<file path="config.mk">
export PLATFORM = sky130hd
export DESIGN_NAME = oc8051_tmr01_flat
export DESIGN_NICKNAME = d
export VERILOG_FILES = /design/src/rtl/oc8051_tmr01_if.sv /design/src/rtl/oc8051_tmr01.sv /design/src/flat_wrapper.sv
export SDC_FILE = /design/constraint.sdc
export NUM_CORES = 1
export LEC_CHECK = 0
export CAP_MARGIN = 10
export CELL_PAD_IN_SITES_DETAIL_PLACEMENT = 1
export CELL_PAD_IN_SITES_GLOBAL_PLACEMENT = 2
export CORE_MARGIN = 3
export CORE_UTILIZATION = 31
export DETAILED_ROUTE_END_ITERATION = 8
export PLACE_DENSITY_LB_ADDON = 0.1
export SLEW_MARGIN = 30
export SYNTH_ARGS = -nofsm -noshare
export SYNTH_HDL_FRONTEND = slang
export SYNTH_SLANG_ARGS = --single-unit
</file>
<file path="constraint.sdc">
create_clock -name clk -period 2.6 [get_ports clk]
set_input_delay 0.39 -clock clk [delete_from_list [all_inputs] [get_ports clk]]
set_output_delay 0.39 -clock clk [all_outputs]
set_load 0.01 [all_outputs]
</file>
<file path="src/rtl/oc8051_tmr01_if.sv">
// SFR access bus between the oc8051 core and timer/counter 0/1.
interface oc8051_tmr01_if;
  logic [7:0] wr_addr;
  logic [7:0] rd_addr;
  logic [7:0] data_in;
  logic [7:0] data_out;
  logic       wr;
  logic       wr_bit;

  modport master (output wr_addr, rd_addr, data_in, wr, wr_bit, input data_out);
  modport slave  (input wr_addr, rd_addr, data_in, wr, wr_bit, output data_out);
endinterface

</file>
<file path="src/rtl/oc8051_tmr01.sv">
// oc8051 timer/counter 0 and 1 (TMOD, TL0/TH0, TL1/TH1) with tf0/tf1 overflow pulses.
// Define OC8051_TMR_GATE_EN to honour the TMOD GATE bits (run gated by int0/int1).
module oc8051_tmr01 #(
  parameter int unsigned CLK_DIV = 12
) (
  input  logic          clk,
  input  logic          rst,
  oc8051_tmr01_if.slave sfr,
  input  logic          tr0,
  input  logic          tr1,
  input  logic          t0,
  input  logic          t1,
  input  logic          int0,
  input  logic          int1,
  output logic          tf0,
  output logic          tf1
);

  localparam int unsigned PW = $clog2(CLK_DIV);

  localparam logic [7:0] A_TMOD = 8'h89;
  localparam logic [7:0] A_TL0  = 8'h8A;
  localparam logic [7:0] A_TL1  = 8'h8B;
  localparam logic [7:0] A_TH0  = 8'h8C;
  localparam logic [7:0] A_TH1  = 8'h8D;

  typedef enum logic [1:0] {
    MODE13    = 2'd0,
    MODE16    = 2'd1,
    MODE8R    = 2'd2,
    MODESPLIT = 2'd3
  } tmode_e;

  logic [7:0]    r_tmod, r_tl0, r_th0, r_tl1, r_th1;
  logic [PW-1:0] r_presc;
  logic [1:0]    r_t0_sync, r_t1_sync, r_int0_sync, r_int1_sync;
  logic          r_t0_d, r_t1_d;

  logic          w_tick, w_t0_fall, w_t1_fall;
  logic          w_wr_byte, w_wr_tmod, w_wr_tl0, w_wr_th0, w_wr_tl1, w_wr_th1;
  tmode_e        w_mode0, w_mode1;
  logic          w_gate0, w_gate1, w_run0, w_run1, w_inc0, w_inc1, w_th0_tick;
  logic [16:0]   w_step0, w_step1;
  logic [7:0]    w_tl0_nxt, w_th0_nxt, w_tl1_nxt, w_th1_nxt;
  logic          w_ovf0, w_ovf1, w_ovf_th0, w_tf1_nxt;
  logic [7:0]    w_rd_val, w_dout_nxt;
  logic          w_rd_mapped;

  // One increment of a TL/TH pair; returns {overflow, th, tl}. MODESPLIT covers the TL half only.
  function automatic logic [16:0] f_step(input tmode_e mode, input logic [7:0] tl,
                                         input logic [7:0] th);
    logic [12:0] c13;
    logic [15:0] c16;
    c13 = {th, tl[4:0]} + 13'd1;
    c16 = {th, tl} + 16'd1;
    case (mode)
      MODE13:  f_step = {&{th, tl[4:0]}, c13[12:5], tl[7:5], c13[4:0]};
      MODE16:  f_step = {&{th, tl}, c16};
      MODE8R:  f_step = (&tl) ? {1'b1, th, th} : {1'b0, th, tl + 8'd1};
      default: f_step = {&tl, th, tl + 8'd1};
    endcase
  endfunction

  always_comb begin
    w_tick    = (r_presc == PW'(CLK_DIV - 1));
    w_t0_fall = r_t0_d & ~r_t0_sync[1];
    w_t1_fall = r_t1_d & ~r_t1_sync[1];

    w_wr_byte = sfr.wr & ~sfr.wr_bit;
    w_wr_tmod = w_wr_byte && (sfr.wr_addr == A_TMOD);
    w_wr_tl0  = w_wr_byte && (sfr.wr_addr == A_TL0);
    w_wr_th0  = w_wr_byte && (sfr.wr_addr == A_TH0);
    w_wr_tl1  = w_wr_byte && (sfr.wr_addr == A_TL1);
    w_wr_th1  = w_wr_byte && (sfr.wr_addr == A_TH1);

    w_mode0 = tmode_e'(r_tmod[1:0]);
    w_mode1 = tmode_e'(r_tmod[5:4]);
`ifdef OC8051_TMR_GATE_EN
    w_gate0 = r_tmod[3];
    w_gate1 = r_tmod[7];
`else
    w_gate0 = 1'b0;
    w_gate1 = 1'b0;
`endif
    w_run0 = tr0 & (~w_gate0 | r_int0_sync[1]);
    w_run1 = tr1 & (~w_gate1 | r_int1_sync[1]);
    w_inc0 = (r_tmod[2] ? w_t0_fall : w_tick) & w_run0;
    w_inc1 = (r_tmod[6] ? w_t1_fall : w_tick) & w_run1;
    w_th0_tick = w_tick & tr1;

    w_step0 = f_step(w_mode0, r_tl0, r_th0);
    w_step1 = f_step(w_mode1, r_tl1, r_th1);
  end

  always_comb begin
    w_tl0_nxt = r_tl0;
    w_th0_nxt = r_th0;
    w_ovf0    = 1'b0;
    w_ovf_th0 = 1'b0;
    if (w_inc0) {w_ovf0, w_th0_nxt, w_tl0_nxt} = w_step0;
    // In split mode TH0 is its own 8-bit timer borrowing timer1's run bit.
    if (w_mode0 == MODESPLIT) begin
      w_th0_nxt = w_th0_tick ? r_th0 + 8'd1 : r_th0;
      w_ovf_th0 = w_th0_tick & (&r_th0);
    end
    if (w_wr_tl0 | w_wr_th0) begin
      w_tl0_nxt = w_wr_tl0 ? sfr.data_in : r_tl0;
      w_th0_nxt = w_wr_th0 ? sfr.data_in : r_th0;
      w_ovf0    = 1'b0;
      w_ovf_th0 = 1'b0;
    end

    w_tl1_nxt = r_tl1;
    w_th1_nxt = r_th1;
    w_ovf1    = 1'b0;
    if (w_inc1 && (w_mode1 != MODESPLIT)) {w_ovf1, w_th1_nxt, w_tl1_nxt} = w_step1;
    if (w_wr_tl1 | w_wr_th1) begin
      w_tl1_nxt = w_wr_tl1 ? sfr.data_in : r_tl1;
      w_th1_nxt = w_wr_th1 ? sfr.data_in : r_th1;
      w_ovf1    = 1'b0;
    end

    w_tf1_nxt = (w_mode0 == MODESPLIT) ? w_ovf_th0 : w_ovf1;
  end

  always_comb begin
    w_rd_val    = '0;
    w_rd_mapped = 1'b1;
    case (sfr.rd_addr)
      A_TMOD:  w_rd_val = r_tmod;
      A_TL0:   w_rd_val = r_tl0;
      A_TL1:   w_rd_val = r_tl1;
      A_TH0:   w_rd_val = r_th0;
      A_TH1:   w_rd_val = r_th1;
      default: w_rd_mapped = 1'b0;
    endcase
    w_dout_nxt = (w_wr_byte && w_rd_mapped && (sfr.wr_addr == sfr.rd_addr)) ? sfr.data_in
                                                                            : w_rd_val;
  end

  always_ff @(posedge clk) begin
    if (rst) begin
      r_tmod       <= '0;
      r_tl0        <= '0;
      r_th0        <= '0;
      r_tl1        <= '0;
      r_th1        <= '0;
      r_presc      <= '0;
      r_t0_sync    <= '1;
      r_t1_sync    <= '1;
      r_int0_sync  <= '1;
      r_int1_sync  <= '1;
      r_t0_d       <= 1'b1;
      r_t1_d       <= 1'b1;
      tf0          <= 1'b0;
      tf1          <= 1'b0;
      sfr.data_out <= '0;
    end else begin
      r_presc      <= w_tick ? '0 : r_presc + PW'(1);
      r_t0_sync    <= {r_t0_sync[0], t0};
      r_t1_sync    <= {r_t1_sync[0], t1};
      r_int0_sync  <= {r_int0_sync[0], int0};
      r_int1_sync  <= {r_int1_sync[0], int1};
      r_t0_d       <= r_t0_sync[1];
      r_t1_d       <= r_t1_sync[1];
      if (w_wr_tmod) r_tmod <= sfr.data_in;
      r_tl0        <= w_tl0_nxt;
      r_th0        <= w_th0_nxt;
      r_tl1        <= w_tl1_nxt;
      r_th1        <= w_th1_nxt;
      tf0          <= w_ovf0;
      tf1          <= w_tf1_nxt;
      sfr.data_out <= w_dout_nxt;
    end
  end

endmodule

</file>
<file path="src/flat_wrapper.sv">
// flat-port wrapper written by rule: the top's interface ports become plain ports
module oc8051_tmr01_flat 
#(
  parameter int unsigned CLK_DIV = 12
)
  (clk, rst, tr0, tr1, t0, t1, int0, int1, tf0, tf1, sfr_wr_addr, sfr_rd_addr, sfr_data_in, sfr_wr, sfr_wr_bit, sfr_data_out);
  oc8051_tmr01_if sfr_i ();
  input  logic clk;
  input  logic rst;
  input  logic tr0;
  input  logic tr1;
  input  logic t0;
  input  logic t1;
  input  logic int0;
  input  logic int1;
  output logic tf0;
  output logic tf1;
  input wire logic [$bits(sfr_i.wr_addr)-1:0] sfr_wr_addr;
  input wire logic [$bits(sfr_i.rd_addr)-1:0] sfr_rd_addr;
  input wire logic [$bits(sfr_i.data_in)-1:0] sfr_data_in;
  input wire logic [$bits(sfr_i.wr)-1:0] sfr_wr;
  input wire logic [$bits(sfr_i.wr_bit)-1:0] sfr_wr_bit;
  output wire logic [$bits(sfr_i.data_out)-1:0] sfr_data_out;
  assign sfr_i.wr_addr = sfr_wr_addr;
  assign sfr_i.rd_addr = sfr_rd_addr;
  assign sfr_i.data_in = sfr_data_in;
  assign sfr_i.wr = sfr_wr;
  assign sfr_i.wr_bit = sfr_wr_bit;
  assign sfr_data_out = sfr_i.data_out;
  oc8051_tmr01 #(.CLK_DIV(CLK_DIV)) u_core (.clk(clk), .rst(rst), .sfr(sfr_i), .tr0(tr0), .tr1(tr1), .t0(t0), .t1(t1), .int0(int0), .int1(int1), .tf0(tf0), .tf1(tf1));
endmodule
</file>
# Word level (Yosys, flattened, before mapping)

Index checks and enable logic that the tools add are counted.

Flip-flop bits (word level): 60
Bits of input ports: 34
Output and inout bits: 10
Word-level logic and storage cells: 121

Add/subtract/negate cells: 8
Eq/ne operators: 27
Multiplexer cells: 27
Bitwise logic cells: 13
Reductions and logical operators: 31

Operators by type and width:

| cell                  | count |
|---|---|
| $mux 8                | 15 |
| $pmux 17 s3           | 2 |
| $eq 8x8->1 const B    | 10 |
| $pmux 8 s5            | 1 |
| $mux 17               | 2 |
| $add 16x1->16 const B | 2 |
| $reduce_and 16->1     | 2 |
| $add 13x1->13 const B | 2 |
| $reduce_and 13->1     | 2 |
| $add 8x1->8 const B   | 3 |
| $reduce_and 8->1      | 3 |
| $ne 2x1->1 const B    | 7 |
| $eq 8x8->1            | 1 |
| $logic_and 1x1->1     | 8 |
| $and 1x1->1           | 7 |
| $mux 1                | 7 |
| $eq 2x2->1 const B    | 3 |
| $reduce_and 3->1      | 2 |
| $reduce_bool 3->1     | 2 |
| $reduce_and 5->1      | 1 |
| $reduce_or 5->1       | 1 |
| $add 4x1->4 const B   | 1 |
| $eq 2x1->1 const B    | 2 |
| $eq 4x4->1 const B    | 1 |
| other kinds (12)      | 19 |

# Logic depth before layout (Yosys ltp)

Word-level depth: 8
Depth in mapped cells: 9
Gate-level depth less buffers: 7

# Worst setup path before layout

No wires, ideal clock.

Kind: input port to flip-flop
Start point: input sfr_wr_addr[4]
End point: register u_core.r_th0[6]
Library setup time: 131 ps
Arrival time: 2268 ps
Required time: 2469 ps
Path slack: 201 ps
Cell stages on the path: 9
Buffers on the path: 3
Path through: or4b_1 buf_6 or4_4 buf_6 nand2_4 o21bai_4 buf_6 a41oi_1 o32ai_2

Longest elaborated chain between the ends: 5
Elaborated cells between the ends (all ways): 12
Those cells by class: eq/ne (5); mux (1); bitwise (1); reduce/logical (5)

Ends and longest elaborated chain:

| element                                      | line                                   | text |
|---|---|---|
| from (decl)                                  | flat_wrapper.sv:18                     | `input wire logic [$bits(sfr_i.wr_addr)-1:0] sfr_wr_addr;` |
| $eq 8x8->1 (on tied branches)                | oc8051_tmr01.sv:71, oc8051_tmr01.sv:72 |  |
| $logic_and 1x1->1 (on tied branches)         | oc8051_tmr01.sv:71, oc8051_tmr01.sv:72 |  |
| $or 1x1->1                                   | oc8051_tmr01.sv:106                    | `if (w_wr_tl0 \| w_wr_th0) begin` |
| $ne 3x2->1 (no line) (tied with other cells) | --                                     |  |
| $reduce_and 5->1 (no line)                   | --                                     |  |
| to (signal assigned)                         | oc8051_tmr01.sv:168                    | `r_th0 <= w_th0_nxt;` |
| to (decl)                                    | oc8051_tmr01.sv:34                     | `logic [7:0] r_tmod, r_tl0, r_th0, r_tl1, r_th1;` |

Parallel ways exist; a longest one is shown, timed or not.
A chain may end at the register's enable or synchronous reset.

# Worst setup path in the final report

Start point: input sfr_wr_addr[7]
End point: register u_core.r_th1[5]

Longest elaborated chain between the ends: 5
Elaborated cells between the ends (all ways): 11
Those cells by class: eq/ne (4); mux (1); bitwise (1); reduce/logical (5)

Ends and longest elaborated chain:

| element                                      | line                                   | text |
|---|---|---|
| $eq 8x8->1 (on tied branches)                | oc8051_tmr01.sv:73, oc8051_tmr01.sv:74 |  |
| $logic_and 1x1->1 (on tied branches)         | oc8051_tmr01.sv:73, oc8051_tmr01.sv:74 |  |
| $or 1x1->1                                   | oc8051_tmr01.sv:117                    | `if (w_wr_tl1 \| w_wr_th1) begin` |
| $ne 2x1->1 (no line) (tied with other cells) | --                                     |  |
| $reduce_and 4->1 (no line)                   | --                                     |  |
| to (signal assigned)                         | oc8051_tmr01.sv:170                    | `r_th1 <= w_th1_nxt;` |
| to (decl)                                    | oc8051_tmr01.sv:34                     |  |

Parallel ways exist; a longest one is shown, timed or not.

==> impl_metrics.yaml <==
cts:
  htreeDepth: 3
  clk_pin_slew_ns: 0.06
  clockBufferDepth: 2
  root_buffer: "clkbuf_16"
  post-cts-setup-buffer-count: 0
  clock_latency_ns: 0.34
  numClockSinks: 60
  cts_tree: "built"
  cts_buffers: 9
place:
  hpwl_um: 12500
  portBuffers: 41
  gp_congestion: 0.879
  dpl_cell_area_sq_mm: 0.00521
die:
  dieHeight_um: 124
  die-area_sq_mm: 0.0153
  ios: 44
  row_count: 42
  core-area_sq_mm: 0.0134
  initial_core_util_pct: 32.1
  die_width_um: 124
worst_setup_path:
  crit_required_ns: 2.83
  path_cells: "clkdlybuf4s50_1, or4b_4, or4_1, nand2_2, nor2_1, a22o_1, a32o_1"
  critical_path_arrival_ns: 2.71
  start_kind: "primary input"
  worstReg2RegStart: "u_core.r_tl0[0]"
  critical-path-slowest-cell: "or4_1"
  crit_path_end: "u_core.r_th1[5]"
  path_max_fanout: 5
  critPathKind: "primary input to register"
  rr_worst_depth: 8
  cp-end-kind: "register"
  timing.critical_path.from: "sfr_wr_addr[7]"
  critical-path-max-stage-delay_ns: 0.64
  rr_endpoint: "u_core.r_tl0[4]"
  r2r_slack_ns: 0.31
synth:
  yosys_warnings: 0
  yosysMostFrequentCell: "dfxtp_1"
  yosysTopAreaCell: "dfxtp_1"
  synth_nets: 583
  synth.avg_cell_area_sq_um: 7.92
  synthTopCellsByArea: "dfxtp_1 (28%), mux2i_1 (6.1%), nor2_1 (4.9%)"
  synth-seq-cells: 60
  synth_common_cells: "dfxtp_1 (60), nor2_1 (56), nand2_1 (49)"
  synthFlopType: "dfxtp_1"
  netlist.area_leader.share_pct: 27.9
  synth_area_sq_mm: 0.00430
  ys_types: 72
  ys_seq_area_share_pct: 27.9
  async_reset_ff_share_pct: 0
  syn_inst: 543
  synth_edf_count: 0
route:
  drc_errors: 0
  drt_first_pass_iters: 5
  drt-initial-drc-count: 276
  ant_nets: 0
  wirelength_um: 16900
  via_per_inst: 5.74
  wl_per_cell_um: 21.4
  via_count: 4531
global_routing:
  grt_overflow_total: 0
  grt_antenna_before_repair: 0
  grt_pass1_wl_um: 26400
  track_usage_pct: 22.9
  first_global_vias: 4549
  grt_max_degree: 46
timing:
  fmax_ghz: 0.403
  rsz0062_at_grt: "false"
  clock_skew_ns: 0.00663
  whs_ns: 0.410
  layout_min_cycle_time_ns: 2.48
  tns_ns: 0
  finalMaxSlewViolations: 0
  fin_crit_sh_pct: 95.4
  tightest_slew_ns: 0.808
  setup_viol: 0
  hold_viol: 0
  slew_headroom_pct: 46.1
power_and_ir_drop:
  irDropWorstVdd_mv: 0.333
  p_per_area_mw_per_mm2: 455
  p_leak_nw: 1.98
cells_and_area:
  area_growth_syn_to_layout_pct: 29.2
  final_nets: 649
  finalInstanceArea_sq_mm: 0.00556
  fillCellCount: 1606
  n_antenna_cell: 0
  drive_gt1_share_pct: 17.3
status:
  status: "finished clean"
min_path:
  hold_path.class: "register to register"
run:
  cap_viol_max_count: 0
-- report_power, final --
part	internal [mW]	switching, mW	leakage (nW)	total (mW)
registers	0.928	0.00495	0.485	0.933
clock network	0.932	0.475	0.158	1.41
logic	0.0872	0.103	1.34	0.191
-- state kept, by name, summed over array words and instances, names as in the netlist --
| register | count |
|---|---|
| u_core.r_t0_sync | 2 |
| u_core.r_t0_d | 1 |
| u_core.r_t1_sync | 2 |
| u_core.tf0 | 1 |
| u_core.sfr.data_out | 8 |
| u_core.r_t1_d | 1 |
| u_core.r_tl0 | 8 |
| u_core.r_th1 | 8 |
| u_core.r_tmod | 8 |
| u_core.tf1 | 1 |
| u_core.r_presc | 4 |
| u_core.r_tl1 | 8 |
| u_core.r_th0 | 8 |
-- cell type report --
type	count	area, sq um	share of cell area, %
Inverter	10	37.5	0.676
Multi-Input combinational cell	431	2900	52.1
Sequential cell	60	1200	21.6
Timing Repair Buffer	97	863	15.5
Tap cell	176	220	3.96
Clock buffer	9	225	4.05
Clock inverter	6	114	2.05
-- metal layers --
layer  wire length (um)  track usage (%)  part of all wire, %  vias up
li1                   -                -                    -     2157
met1               8240             32.2                   49     2242
met2               7540             35.4                   45      114
met3                808             3.50                  4.8       18
met4                316             8.10                  1.9        0
met5                  0                0                    0        -
-- worst min path at each step --
stage / slack [ns] / to / cells past startpoint / start
floorplan: 0.39 / u_core.r_t0_sync[1] / 1 / u_core.r_t0_sync[0]
global placement: 0.39 / u_core.r_t0_sync[1] / 1 / u_core.r_t0_sync[0]
detailed placement: 0.40 / u_core.r_t0_sync[1] / 1 / u_core.r_t0_sync[0]
CTS: 0.41 / u_core.r_t0_sync[1] / 1 / u_core.r_t0_sync[0]
global route: 0.44 / u_core.r_t1_sync[1] / 1 / u_core.r_t1_sync[0]
finish: 0.41 / u_core.r_t0_sync[1] / 1 / u_core.r_t0_sync[0]
-- metrics by stage --
step | utilization, % | setup WS (ns) | cells | total power [mW]
6_report | 41.5 | 0.120 | 789 | 2.53
5_1_grt | 41.5 | 0.0102 | 789 | 2.61
4_1_cts | 41.4 | 0.0798 | 789 | 2.56
3_5_place_dp | 38.9 | -0.254 | 774 | 1.14
3_3_place_gp | 38.9 | -0.210 | 774 | 1.14
2_1_floorplan | - | 0.201 | 543 | 1.03
-- critical path: cells and delay by family --
| family | cells | cell delay [ns] |
|---|---|---|
| buffers and inverters | 1 | 0.52 |
| and+or+nand+nor | 4 | 1.36 |
| AOI/OAI and AO/OA | 2 | 0.45 |
-- cell usage in the layout (no fill, tap or decap), drive strengths merged, types with 15 or more instances in the layout --
cell type      count
dfxtp             60
buf               57
nor2              56
nand2             51
clkdlybuf4s50     40
mux2i             26
a21oi             25
o21ai             24
nand3             18
a22oi             16
nor3              16
xnor2             16
xor2              15
-- logic make-up after synthesis --
logic type,count (synthesis),synth area share [%]
multiplexers,34,8.15
buffers and inverters,52,5.15
flip-flops,60,27.9
AO/OA/AOI/OAI,141,23.6
adder cells (fa/ha/maj),6,1.75
XOR/XNOR,31,6.31
AND/OR/NAND/NOR,219,27.1
-- what timing repair did --
action	in CTS	in global routing
hold buffers	0	0
gates resized for setup	0	3
setup endpoints to repair	0	9
Power figures use the tool's default switching activity.
